**src/rtl/csa_acc_seq.sv**
```systemverilog
// Multi-operand accumulator: each accepted beat is folded into a carry-save
// pair (S, C) by csa_tree, and one carry-propagate add resolves the job sum.

module csa_tree #(
  parameter int SIZE_I = 48,
  parameter int DEPTH  = 6
) (
  input  logic [SIZE_I-1:0] a [DEPTH],
  output logic [SIZE_I-1:0] b [2]
);

  // Chain of 3:2 compressors; every level keeps s+c equal to the running total.
  logic [SIZE_I-1:0] s_lvl [1:DEPTH-1];
  logic [SIZE_I-1:0] c_lvl [1:DEPTH-1];

  assign s_lvl[1] = a[0];
  assign c_lvl[1] = a[1];

  for (genvar g = 2; g < DEPTH; g++) begin : g_lvl
    logic [SIZE_I-1:0] maj;
    assign maj      = (s_lvl[g-1] & c_lvl[g-1]) | (s_lvl[g-1] & a[g]) | (c_lvl[g-1] & a[g]);
    assign s_lvl[g] = s_lvl[g-1] ^ c_lvl[g-1] ^ a[g];
    assign c_lvl[g] = {maj[SIZE_I-2:0], 1'b0};
  end

  assign b[0] = s_lvl[DEPTH-1];
  assign b[1] = c_lvl[DEPTH-1];

endmodule

// state   | meaning
// IDLE    | waiting for start; no job in flight
// ACC     | accepting beats, folding each into S/C
// RESOLVE | one cycle computing out_sum = S + C
// OUT     | result presented until out_ready
module csa_acc_seq #(
  parameter int SIZE_I = 32,
  parameter int LANES  = 4,
  parameter int SIZE_O = 48,
  parameter int CNT_W  = 16
) (
  input  logic              clk,
  input  logic              rst_n,
  input  logic              start,
  input  logic [CNT_W-1:0]  num_beats,
  input  logic              in_valid,
  output logic              in_ready,
  input  logic [SIZE_I-1:0] in_data [0:LANES-1],
  output logic              out_valid,
  input  logic              out_ready,
  output logic [SIZE_O-1:0] out_sum,
  output logic              busy
);

  typedef enum logic [1:0] {
    IDLE    = 2'd0,
    ACC     = 2'd1,
    RESOLVE = 2'd2,
    OUT     = 2'd3
  } state_t;

  localparam int DEPTH = LANES + 2;

  state_t            state;
  logic [SIZE_O-1:0] s_q;
  logic [SIZE_O-1:0] c_q;
  logic [CNT_W-1:0]  remain;
  logic [SIZE_O-1:0] tree_in  [DEPTH];
  logic [SIZE_O-1:0] tree_out [2];
  logic              accept;

  for (genvar i = 0; i < LANES; i++) begin : g_lane
    assign tree_in[i] = SIZE_O'(in_data[i]);
  end
  assign tree_in[LANES]   = s_q;
  assign tree_in[LANES+1] = c_q;

  csa_tree #(
    .SIZE_I (SIZE_O),
    .DEPTH  (DEPTH)
  ) u_tree (
    .a (tree_in),
    .b (tree_out)
  );

  // in_ready is a registered copy of (state == ACC), so it gates acceptance directly.
  assign accept = in_valid && in_ready;

  always_ff @(posedge clk or negedge rst_n) begin
    if (!rst_n) begin
      state     <= IDLE;
      s_q       <= '0;
      c_q       <= '0;
      remain    <= '0;
      out_sum   <= '0;
      in_ready  <= 1'b0;
      out_valid <= 1'b0;
      busy      <= 1'b0;
    end else begin
      case (state)
        IDLE: begin
          if (start) begin
            s_q    <= '0;
            c_q    <= '0;
            remain <= num_beats;
            busy   <= 1'b1;
            if (num_beats != '0) begin
              state    <= ACC;
              in_ready <= 1'b1;
            end else begin
              state <= RESOLVE;
            end
          end
        end
        ACC: begin
          if (accept) begin
            s_q    <= tree_out[0];
            c_q    <= tree_out[1];
            remain <= remain - 1'b1;
            if (remain == CNT_W'(1)) begin
              state    <= RESOLVE;
              in_ready <= 1'b0;
            end
          end
        end
        RESOLVE: begin
          out_sum   <= s_q + c_q;
          out_valid <= 1'b1;
          state     <= OUT;
        end
        OUT: begin
          if (out_ready) begin
            out_valid <= 1'b0;
            busy      <= 1'b0;
            state     <= IDLE;
          end
        end
        default: begin
          state     <= IDLE;
          in_ready  <= 1'b0;
          out_valid <= 1'b0;
          busy      <= 1'b0;
        end
      endcase
    end
  end

endmodule

```
**config.mk**
```make
export PLATFORM = sky130hd
export DESIGN_NAME = csa_acc_seq
export DESIGN_NICKNAME = d
export VERILOG_FILES = /design/src/rtl/csa_acc_seq.sv
export SDC_FILE = /design/constraint.sdc
export NUM_CORES = 1
export LEC_CHECK = 0
export ABC_AREA = 1
export CAP_MARGIN = 30
export CORE_MARGIN = 2
export CORE_UTILIZATION = 45
export DETAILED_ROUTE_END_ITERATION = 8
export HOLD_SLACK_MARGIN = 0.02
export PLACE_DENSITY = 0.68
export SLEW_MARGIN = 5
export SYNTH_ARGS = -nofsm -noshare
export SYNTH_HDL_FRONTEND = slang
export SYNTH_SLANG_ARGS = --single-unit
```
**constraint.sdc**
```tcl
create_clock -name clk -period 3.1 [get_ports clk]
set_input_delay 0.31 -clock clk [delete_from_list [all_inputs] [get_ports clk]]
set_output_delay 0.31 -clock clk [all_outputs]
set_load 0.02 [all_outputs]
```
== Yosys cells after proc, flatten, opt, wreduce, memory -nomap -nowiden ==
Index checks and enable logic that the tools add are counted.

* Add/sub/neg operators: 2
* Bitwise operators: 28
* Eq/ne operators: 9
* Reductions and logical operators: 11
* Muxes and demuxes: 23

{| class="wikitable"
|+ Operator list
! cell !! number
|-
| 47-bit AND || 7
|-
| 47-bit OR || 7
|-
| 48-bit bitwise XOR || 5
|-
| 48-bit case mux with 2 select lines || 2
|-
| 48-bit 2-to-1 mux || 3
|-
| 32-bit AND || 3
|-
| 47-bit by 32-bit AND with 47-bit output || 2
|-
| 32-bit bitwise XOR || 2
|-
| 48-bit adder || 1
|-
| 48-bit by 32-bit bitwise XOR with 48-bit output || 1
|-
| 47-bit by 32-bit OR with 47-bit output || 1
|-
| 16-bit 2-to-1 mux || 2
|-
| 16-bit case mux with 2 select lines || 1
|-
| 16-bit by 1-bit equality test with 1-bit output, second input constant || 1
|-
| 16-bit nonzero test || 1
|-
| 16-bit by 1-bit subtractor with 16-bit output, second input constant || 1
|-
| 2-bit 2-to-1 mux || 5
|-
| 2-bit inequality test, second input constant || 5
|-
| 2-bit case mux with 4 select lines || 1
|-
| 1-bit 2-to-1 mux || 6
|-
| 1-bit case mux with 2 select lines || 3
|-
| 3-bit AND reduction || 2
|-
| 2-bit nonzero test || 3
|-
| 5-bit AND reduction || 1
|-
| 6 further kinds || 7
|}

* Word-level logic and storage cells: 81
* Output and inout port bits: 51
* Register bits after elaboration: 165
* Input port bits: 149

== Longest topological paths before layout ==
Gate-level depths: netlist of run 1.

* Depth in word-level cells: 14
* Depth in mapped cells: 15
* Gate-level depth less buffers: 15

== Hierarchy ==
From an unflattened synthesis of run 1, not the netlist that was laid out.

* Cells, all modules: 1921
* Area total of the unflattened synthesis: 15125.8 µm²

{| class="wikitable"
|+ By module, submodules not included
! module !! seq. area each (µm²) !! area each (µm²) !! cells an instance !! times used
|-
| csa_acc_seq || 4129.0 || 11170.7 || 1682 || 1
|-
| csa_tree || 0.0 || 3955.0 || 239 || 1
|}

== Worst setup path before layout of run 1 ==
Ideal clock, no wire load.

* Path kind: input to register
* Start point: input port in_data[35] (netlist name)
* End point: register s_q[3]
* Library setup time: 0.076 ns
* Cell stages on the path: 6
* Setup slack: 0.598 ns
* Path buffers: 0
* Required time: 3.024 ns
* Arrival time: 2.426 ns
* Cells stage by stage: fa_1 fa_1 fa_1 fa_1 nand3_1 o21ai_1

* Word-level cells in the longest chain between the ends: 9

{| class="wikitable"
|+ RTL lines
! what !! line !! source
|-
| from (decl) || 48 || <nowiki>input logic [SIZE_I-1:0] in_data [0:LANES-1],</nowiki>
|-
| 32-bit bitwise XOR || 22 || <nowiki>assign s_lvl[g] = s_lvl[g-1] ^ c_lvl[g-1] ^ a[g];</nowiki>
|-
| 48-bit bitwise XOR || 22 ||
|-
| 48-bit by 32-bit bitwise XOR with 48-bit output || 22 ||
|-
| 48-bit bitwise XOR (4 in a row) || 22 ||
|-
| 48-bit 2-to-1 mux || 116 || <nowiki>if (accept) begin</nowiki>
|-
| 48-bit case mux with 2 select lines || 100 || <nowiki>case (state)</nowiki>
|-
| to (signal assigned) || 117 || <nowiki>s_q <= tree_out[0];</nowiki>
|-
| to (decl) || 65 || <nowiki>logic [SIZE_O-1:0] s_q;</nowiki>
|}

Every way passes these cells. The select of a mux whose other input is x is not followed.
A chain may end at the register's enable or synchronous reset.

== Final worst setup path of run 1 ==
Same ends and word-level chain as after synthesis.

==> flow_summary_export.csv, run 1 <==
group,metric,value,unit
sta,final_max_slew_viol_count,0,
sta,tightestPinTransition,0.7084,ns
pwr,p_seq_share,28.3,%
logic_synthesis,ys.flop_type,"dfrtp_1",
logic_synthesis,synth-xor-area-share,1.876,%
setup_path,cp-end-kind,"flop",
run_status,status,"finished, final reports clean",
setup_path,cp_cell_sequence,"clkdlybuf4s50_1, fa_1, fa_1, fa_1, fa_1, nand3_1, o21ai_1",
global_route,grt_util_all_layers,23.86,%
logic_synthesis,synth_compound_area_share,5.742,%
clock_tree,worstSkewPairLatency,0.44,ns
floorplan,ios,200,
detailed_routing,drt_pass1_iterations,5,
placement,io_buffers,199,
detailed_routing,vias,11320,
logic_synthesis,async_flop_share,100.0,%
setup_path,required,3.46,ns
logic_synthesis,synthMuxAreaShare,0.07656,%
setup_path,arrival,2.97,ns
clock_tree,cts_tree,"built",
final_layout,final_common_cell,"nand2_1",
detailed_routing,wl,34.57,mm
pwr,p_total,12.50,mW
setup_path,r2r_start,"s_q[2]",
setup_path,startpoint,"in_data[35]",
clock_tree,cts-root-buf,"clkbuf_16",
global_route,grt_max_degree,104,
logic_synthesis,ys_warn_count,0,
detailed_routing,wire_per_inst,15.16,um
worst_hold_path,hp-class,"in -> async",
pwr,p_leak,8.135,nW
sta,setup_viol,0,
sta,rsz0062_at_grt,"no",
pwr,p_sw_share,46.05,%
placement,dp_worst_setup_slack,0.03584,ns
placement,dp_hpwl,27.72,mm
logic_synthesis,synth_edf_count,0,
logic_synthesis,netlist_instances,1696,
pwr,internal-power,6.743,mW
logic_synthesis,synth_simple_gate_area_share,27.76,%
setup_path,worstSetupPathType,"in -> reg",
setup_path,cp_max_fo,1,
sta,tns,0,ns
sta,min_period_over_period,84.13,%
setup_path,max_stage_delay,0.58,ns
sta,timing.fmax,0.3835,GHz
global_route,grt.overflow.total,0,
logic_synthesis,ys_top_cells_by_area,"dfrtp_1 (31%), fa_1 (20%), nand2_1 (18%)",
sta,setup_slack,0.4921,ns
placement,dp_cells,2247,
final_layout,drive_gt1_share,3.112,%
pwr,peakVddDrop,0.5760,mV
global_route,antenna_found_initial,0,
logic_synthesis,synth_top_area_share,31.20,%
setup_path,slowest_stage,"fa_1",
detailed_routing,first_iter_violations,756,
pwr,switching_power,5.755,mW
sta,slew-limit-headroom,52.77,%
clock_tree,clk_path_buf_depth,2,
logic_synthesis,synth.distinct_cells,36,
job,maxCapViolations,0,
final_layout,diodes,0,
floorplan,core_area,28630,um2
floorplan,rows,62,
clock_tree,clk_pin_slew,0.07,ns
detailed_routing,via_per_inst,4.964,
logic_synthesis,syn_nets,2027,
clock_tree,cts.repair.resized,0,
clock_tree,cts_sinks,163,
sta,finalClockSkew,0.01081,ns
setup_path,cp-start-kind,"primary input",
global_route,grt_pass1_wl,58.13,mm
floorplan,start_util,45.67,%
sta,hold_viol,0,
clock_tree,cts_inserted_buffers,17,
sta,finalCriticalPeriod,2.608,ns
detailed_routing,drt_drc_violations_left,0,
logic_synthesis,yosysTopAreaCell,"dfrtp_1",
final_layout,area.growth.synth_to_final,22.73,%
placement,place.gp.congestion,0.8941,
final_layout,final_cells,2280,
final_layout,nNetsFinal,2214,
final_layout,final_cell_mix,"nand2_1 (618), inv_1 (239), clkdlybuf4s50_1 (198), dfrtp_1 (163), nand3_1 (137)",
floorplan,die_height,174.5,um
global_route,grt_pass1_vias,11380,
logic_synthesis,synthAdderAreaFrac,24.77,%
pwr,clkPwrFrac,17.1,%
logic_synthesis,synth_area,13070,um2
pwr,p_comb_share,54.6,%
detailed_routing,drtAntennaViolNets,0,
logic_synthesis,ys_ff_latch,163,
floorplan,die_area,30430,um2
setup_path,path_common_cell,"fa_1",
logic_synthesis,synth_top_family_by_area,"simple AND/OR/NAND/NOR gates",
clock_tree,htreeDepth,4,
pwr,power.density,778.9,nW/um2
logic_synthesis,avgSynthCellArea,7.709,um2
floorplan,die_x,174.5,um
logic_synthesis,ys_seq_area_share,31.20,%
[cell type report]
type                            instances  area [um2]
Fill cell                            2693       12580
Multi-Input combinational cell       1247        7884
Sequential cell                       163        4079
Timing Repair Buffer                  211        2111
Inverter                              243       912.1
Tap cell                              384       480.5
Clock buffer                           21       450.4
Clock inverter                         11       128.9
[flip-flops by register name (all words and copies together), names as in the netlist]
name,flops
c_q,46
state,2
out_valid,1
out_sum,48
busy,1
s_q,48
in_ready,1
remain,16
[metal layers]
| metal | vias to the layer above | wire length [um] | global-route usage [%] | part of all wire (%) |
|---|---|---|---|---|
| met4 | 0 | 829 | 7.073 | 2.4 |
| met3 | 43 | 1860 | 3.587 | 5.4 |
| li1 | 5608 | - | - | - |
| met2 | 347 | 14930 | 36.36 | 43 |
| met5 | - | 0 | 0 | 0 |
| met1 | 5319 | 16950 | 35.26 | 49 |
[worst max-delay path, delay by kind of cell]
kind | cells | cell delay, ns
adders and majority gates | 4 | 2.06
buffers and inverters | 1 | 0.44
and+or+nand+nor | 1 | 0.07
AOI/OAI and AO/OA | 1 | 0.09
[logic make-up after synthesis]
| logic type | count (synthesis) |
|---|---|
| xor+xnor | 28 |
| mux | 1 |
| simple gates | 894 |
| compound gates | 142 |
| fa+ha+maj | 182 |
| buf+inv | 286 |
| flops | 163 |
[final timing paths]
kind	endpoint	slack, ns	cells past startpoint
worst max-delay path	s_q[3]	0.49	7
max in group asynchronous	out_sum[13]	1.87	3
worst max register to register	out_sum[38]	0.72	14
worst min-delay path	busy	0.42	2
min in group clk	out_sum[2]	0.47	2
worst min register to register	out_sum[2]	0.47	2
[metrics by stage]
| step | utilization (%) | hold slack [ns] | cell area [um2] |
|---|---|---|---|
| final | 56.05 | 0.4241 | 16050 |
| after global routing | 56.05 | 0.4966 | 16050 |
| after CTS | 56.05 | 0.4644 | 16050 |
| after detailed placement | 54.00 | 0.3553 | 15460 |
| after global placement | 54.00 | 0.3492 | 15460 |
| after floorplan | - | 0.01441 | 13070 |
[cell usage after synthesis, types with 4 or more instances]
library cell and instances:
o21ai_1 10, xnor2_1 19, buf_1 4, fa_1 128, nor3_1 6, nand2_1 618, buf_2 11, dfrtp_1 163
buf_4 9, nor2_1 101, ha_1 54, xor2_1 9, o22ai_1 5, nand4_1 11, o21bai_1 4, o21ai_0 75
clkbuf_1 19, a21oi_1 39, nor2_2 5, inv_1 239, nand3_1 137
[power by group through the flow]
stage	logic [mW]	registers, mW	clock network [mW]
6_report	6.82	3.54	2.14
5_1_grt	7.75	3.66	2.25
4_1_cts	6.88	3.55	2.16
3_5_place_dp	6.84	3.57	0
3_3_place_gp	6.66	3.56	0
2_1_floorplan	4.52	3.67	0
[repair_timing]
action / CTS / global route
hold endpoints to repair: 62 / 0
hold buffers: 1 / 0
endpoints found under the setup margin: 0 / 0
setup buffers: 0 / 0
Power figures use the tool's default switching activity.
==> run 2, diff against run 1 <==
==> constraint.sdc (replaced) <==
create_clock -name clk -period 2.7 [get_ports clk]
set_input_delay 0.27 -clock clk [delete_from_list [all_inputs] [get_ports clk]]
set_output_delay 0.27 -clock clk [all_outputs]
set_load 0.02 [all_outputs]
==> run 2 against run 1 <==
Compared with the run above: design area rose by 0.16%; die area did not move; clock power rose by 18%; first-iteration DRC count rose by 7.7%; non-clock buffer count did not move; clock-buffer cell count fell by 3; register-to-register slack got worse by 0.39 ns; sequential share of layout area barely moved; worst hold slack got worse by 0.0091 ns; combinational power rose by 14%; worst setup slack got worse by 0.38 ns.
==> flow_summary_export.csv, run 2 (synthesis results as in run 1) <==
group,metric,value,unit
detailed_routing,drtAntennaViolNets,0,
final_layout,diodes,0,
sta,min_period_over_period,95.73,%
setup_path,r2r_start,"s_q[2]",
final_layout,largestRegisters,"out_sum (48), s_q (48), c_q (46)",
run_status,status,"finished, final reports clean",
clock_tree,cts_sinks,163,
sta,finalClockSkew,0.008983,ns
pwr,clkPwrFrac,17.6,%
sta,rsz0062_at_grt,"no",
global_route,grt_util_all_layers,23.86,%
setup_path,cp_cell_sequence,"clkdlybuf4s50_1, fa_1, fa_1, fa_1, fa_1, nand3_1, o21ai_1",
pwr,p_sw_share,46.12,%
global_route,grt.overflow.total,0,
detailed_routing,wl,34.14,mm
clock_tree,cts_tree,"built",
detailed_routing,first_iter_violations,814,
pwr,p_comb_share,54.1,%
setup_path,worstSetupPathType,"in -> reg",
setup_path,rr_endpoint,"out_sum[38]",
setup_path,max_stage_delay,0.54,ns
pwr,internal-power,7.738,mW
floorplan,start_util,45.67,%
final_layout,n_fill_cell,2626,
detailed_routing,via_per_inst,4.930,
global_route,grt_pass1_vias,11360,
final_layout,final_cell_area,16070,um2
pwr,switching_power,6.622,mW
pwr,peakVddDrop,0.4611,mV
floorplan,rows,62,
setup_path,r2r_cells,14,
sta,hold_viol,0,
pwr,p_leak,8.164,nW
sta,tns,0,ns
placement,place.gp.congestion,0.8961,
job,maxCapViolations,0,
clock_tree,cts_inserted_buffers,17,
pwr,p_seq_share,28.3,%
detailed_routing,drt_pass1_iterations,5,
floorplan,core_area,28630,um2
worst_hold_path,hp-class,"in -> async",
clock_tree,clk_pin_slew,0.07,ns
setup_path,cp_max_fo,1,
global_route,antenna_found_initial,0,
final_layout,drive_gt1_share,3.270,%
final_layout,final_common_cell,"nand2_1",
setup_path,cp-start-kind,"primary input",
sta,timing.fmax,0.3869,GHz
setup_path,r2r_setup_slack,0.33,ns
detailed_routing,drt_drc_violations_left,0,
pwr,p_total,14.36,mW
clock_tree,htreeDepth,4,
placement,io_buffers,199,
setup_path,required,3.06,ns
final_layout,nNetsFinal,2214,
sta,setup_slack,0.1154,ns
clock_tree,worstSkewPairLatency,0.43,ns
detailed_routing,wire_per_inst,14.97,um
sta,finalCriticalPeriod,2.585,ns
floorplan,ios,200,
setup_path,cp-end-kind,"flop",
placement,dp_worst_setup_slack,-0.3637,ns
placement,dp_cells,2247,
floorplan,die_height,174.5,um
detailed_routing,vias,11240,
setup_path,path_common_cell,"fa_1",
sta,tightestPinTransition,0.9515,ns
pwr,power.density,893.5,nW/um2
floorplan,die_area,30430,um2
sta,final_max_slew_viol_count,0,
clock_tree,cts-root-buf,"clkbuf_16",
placement,dp_hpwl,27.29,mm
floorplan,die_x,174.5,um
sta,setup_viol,0,
global_route,grt_max_degree,88,
final_layout,area.growth.synth_to_final,22.92,%
final_layout,final_cells,2280,
global_route,grt_pass1_wl,58.24,mm
final_layout,final_cell_mix,"nand2_1 (618), inv_1 (239), clkdlybuf4s50_1 (198), dfrtp_1 (163), nand3_1 (137)",
clock_tree,clk_path_buf_depth,2,
sta,slew-limit-headroom,36.57,%
setup_path,arrival,2.94,ns
setup_path,slowest_stage,"fa_1",
placement,placed_area,15460,um2
## run 2: worst max-delay path, delay by kind of cell
kind            cells  cell delay (ns)
simple gates        1             0.08
fa+ha+maj           4             2.03
buf+inv             1             0.44
compound gates      1             0.12
## run 2: routing by layer
| layer | global-route usage, % | up-vias | wire length, um |
|---|---|---|---|
| met2 | 36.71 | 296 | 14930 |
| met4 | 5.217 | 0 | 384 |
| met5 | 0 | - | 0 |
| met3 | 3.040 | 22 | 1651 |
| li1 | - | 5614 | - |
| met1 | 36.08 | 5309 | 17180 |
## run 2: final cells by class
| type | instances | area [um2] | area share (%) |
|---|---|---|---|
| Clock buffer | 18 | 439.2 | 2.733 |
| Multi-Input combinational cell | 1247 | 7884 | 49.06 |
| Timing Repair Buffer | 211 | 2111 | 13.13 |
| Sequential cell | 163 | 4079 | 25.38 |
| Clock inverter | 14 | 165.2 | 1.028 |
| Tap cell | 384 | 480.5 | 2.990 |
| Inverter | 243 | 912.1 | 5.676 |
## run 2: worst max-delay path by stage
stage	cells past startpoint	endpoint	from	slack, ns
2_1_floorplan	6	s_q[3]	in_data[35]	0.24
3_3_place_gp	7	s_q[3]	in_data[35]	-0.30
3_5_place_dp	7	s_q[3]	in_data[35]	-0.36
4_1_cts	7	s_q[3]	in_data[35]	0.07
5_1_grt	7	s_q[7]	in_data[39]	0.03
6_report	7	s_q[3]	in_data[35]	0.12
## run 2: metrics by stage
step / hold slack (ns) / util, %
2_1_floorplan: -0.02559 / -
3_3_place_gp: 0.3491 / 54.00
3_5_place_dp: 0.3478 / 54.00
4_1_cts: 0.4506 / 56.14
5_1_grt: 0.4685 / 56.14
6_report: 0.4149 / 56.14
## run 2: timing repair
action	in CTS	in global routing
gates resized for setup	0	0
setup buffers	0	0
setup endpoints to repair	0	1
hold endpoints to repair	70	0
hold buffers	1	0
## run 2: power groups by stage
stage	Clock, mW	Sequential, mW	Combinational (mW)
finish	2.53	4.06	7.77
global route	2.68	4.20	8.92
CTS	2.57	4.07	7.84
detailed placement	0	4.10	7.79
global placement	0	4.09	7.63
floorplan	0	4.21	5.19
==> run 3, diff against run 2 <==
--- a/config.mk
+++ b/config.mk
@@ -16,3 +16,4 @@
 export SYNTH_ARGS = -nofsm -noshare
 export SYNTH_HDL_FRONTEND = slang
 export SYNTH_SLANG_ARGS = --single-unit
+export TNS_END_PERCENT = 30
==> results of run 3 <==
Same layout as run 2: the final DEF is identical, and so are final timing and power.
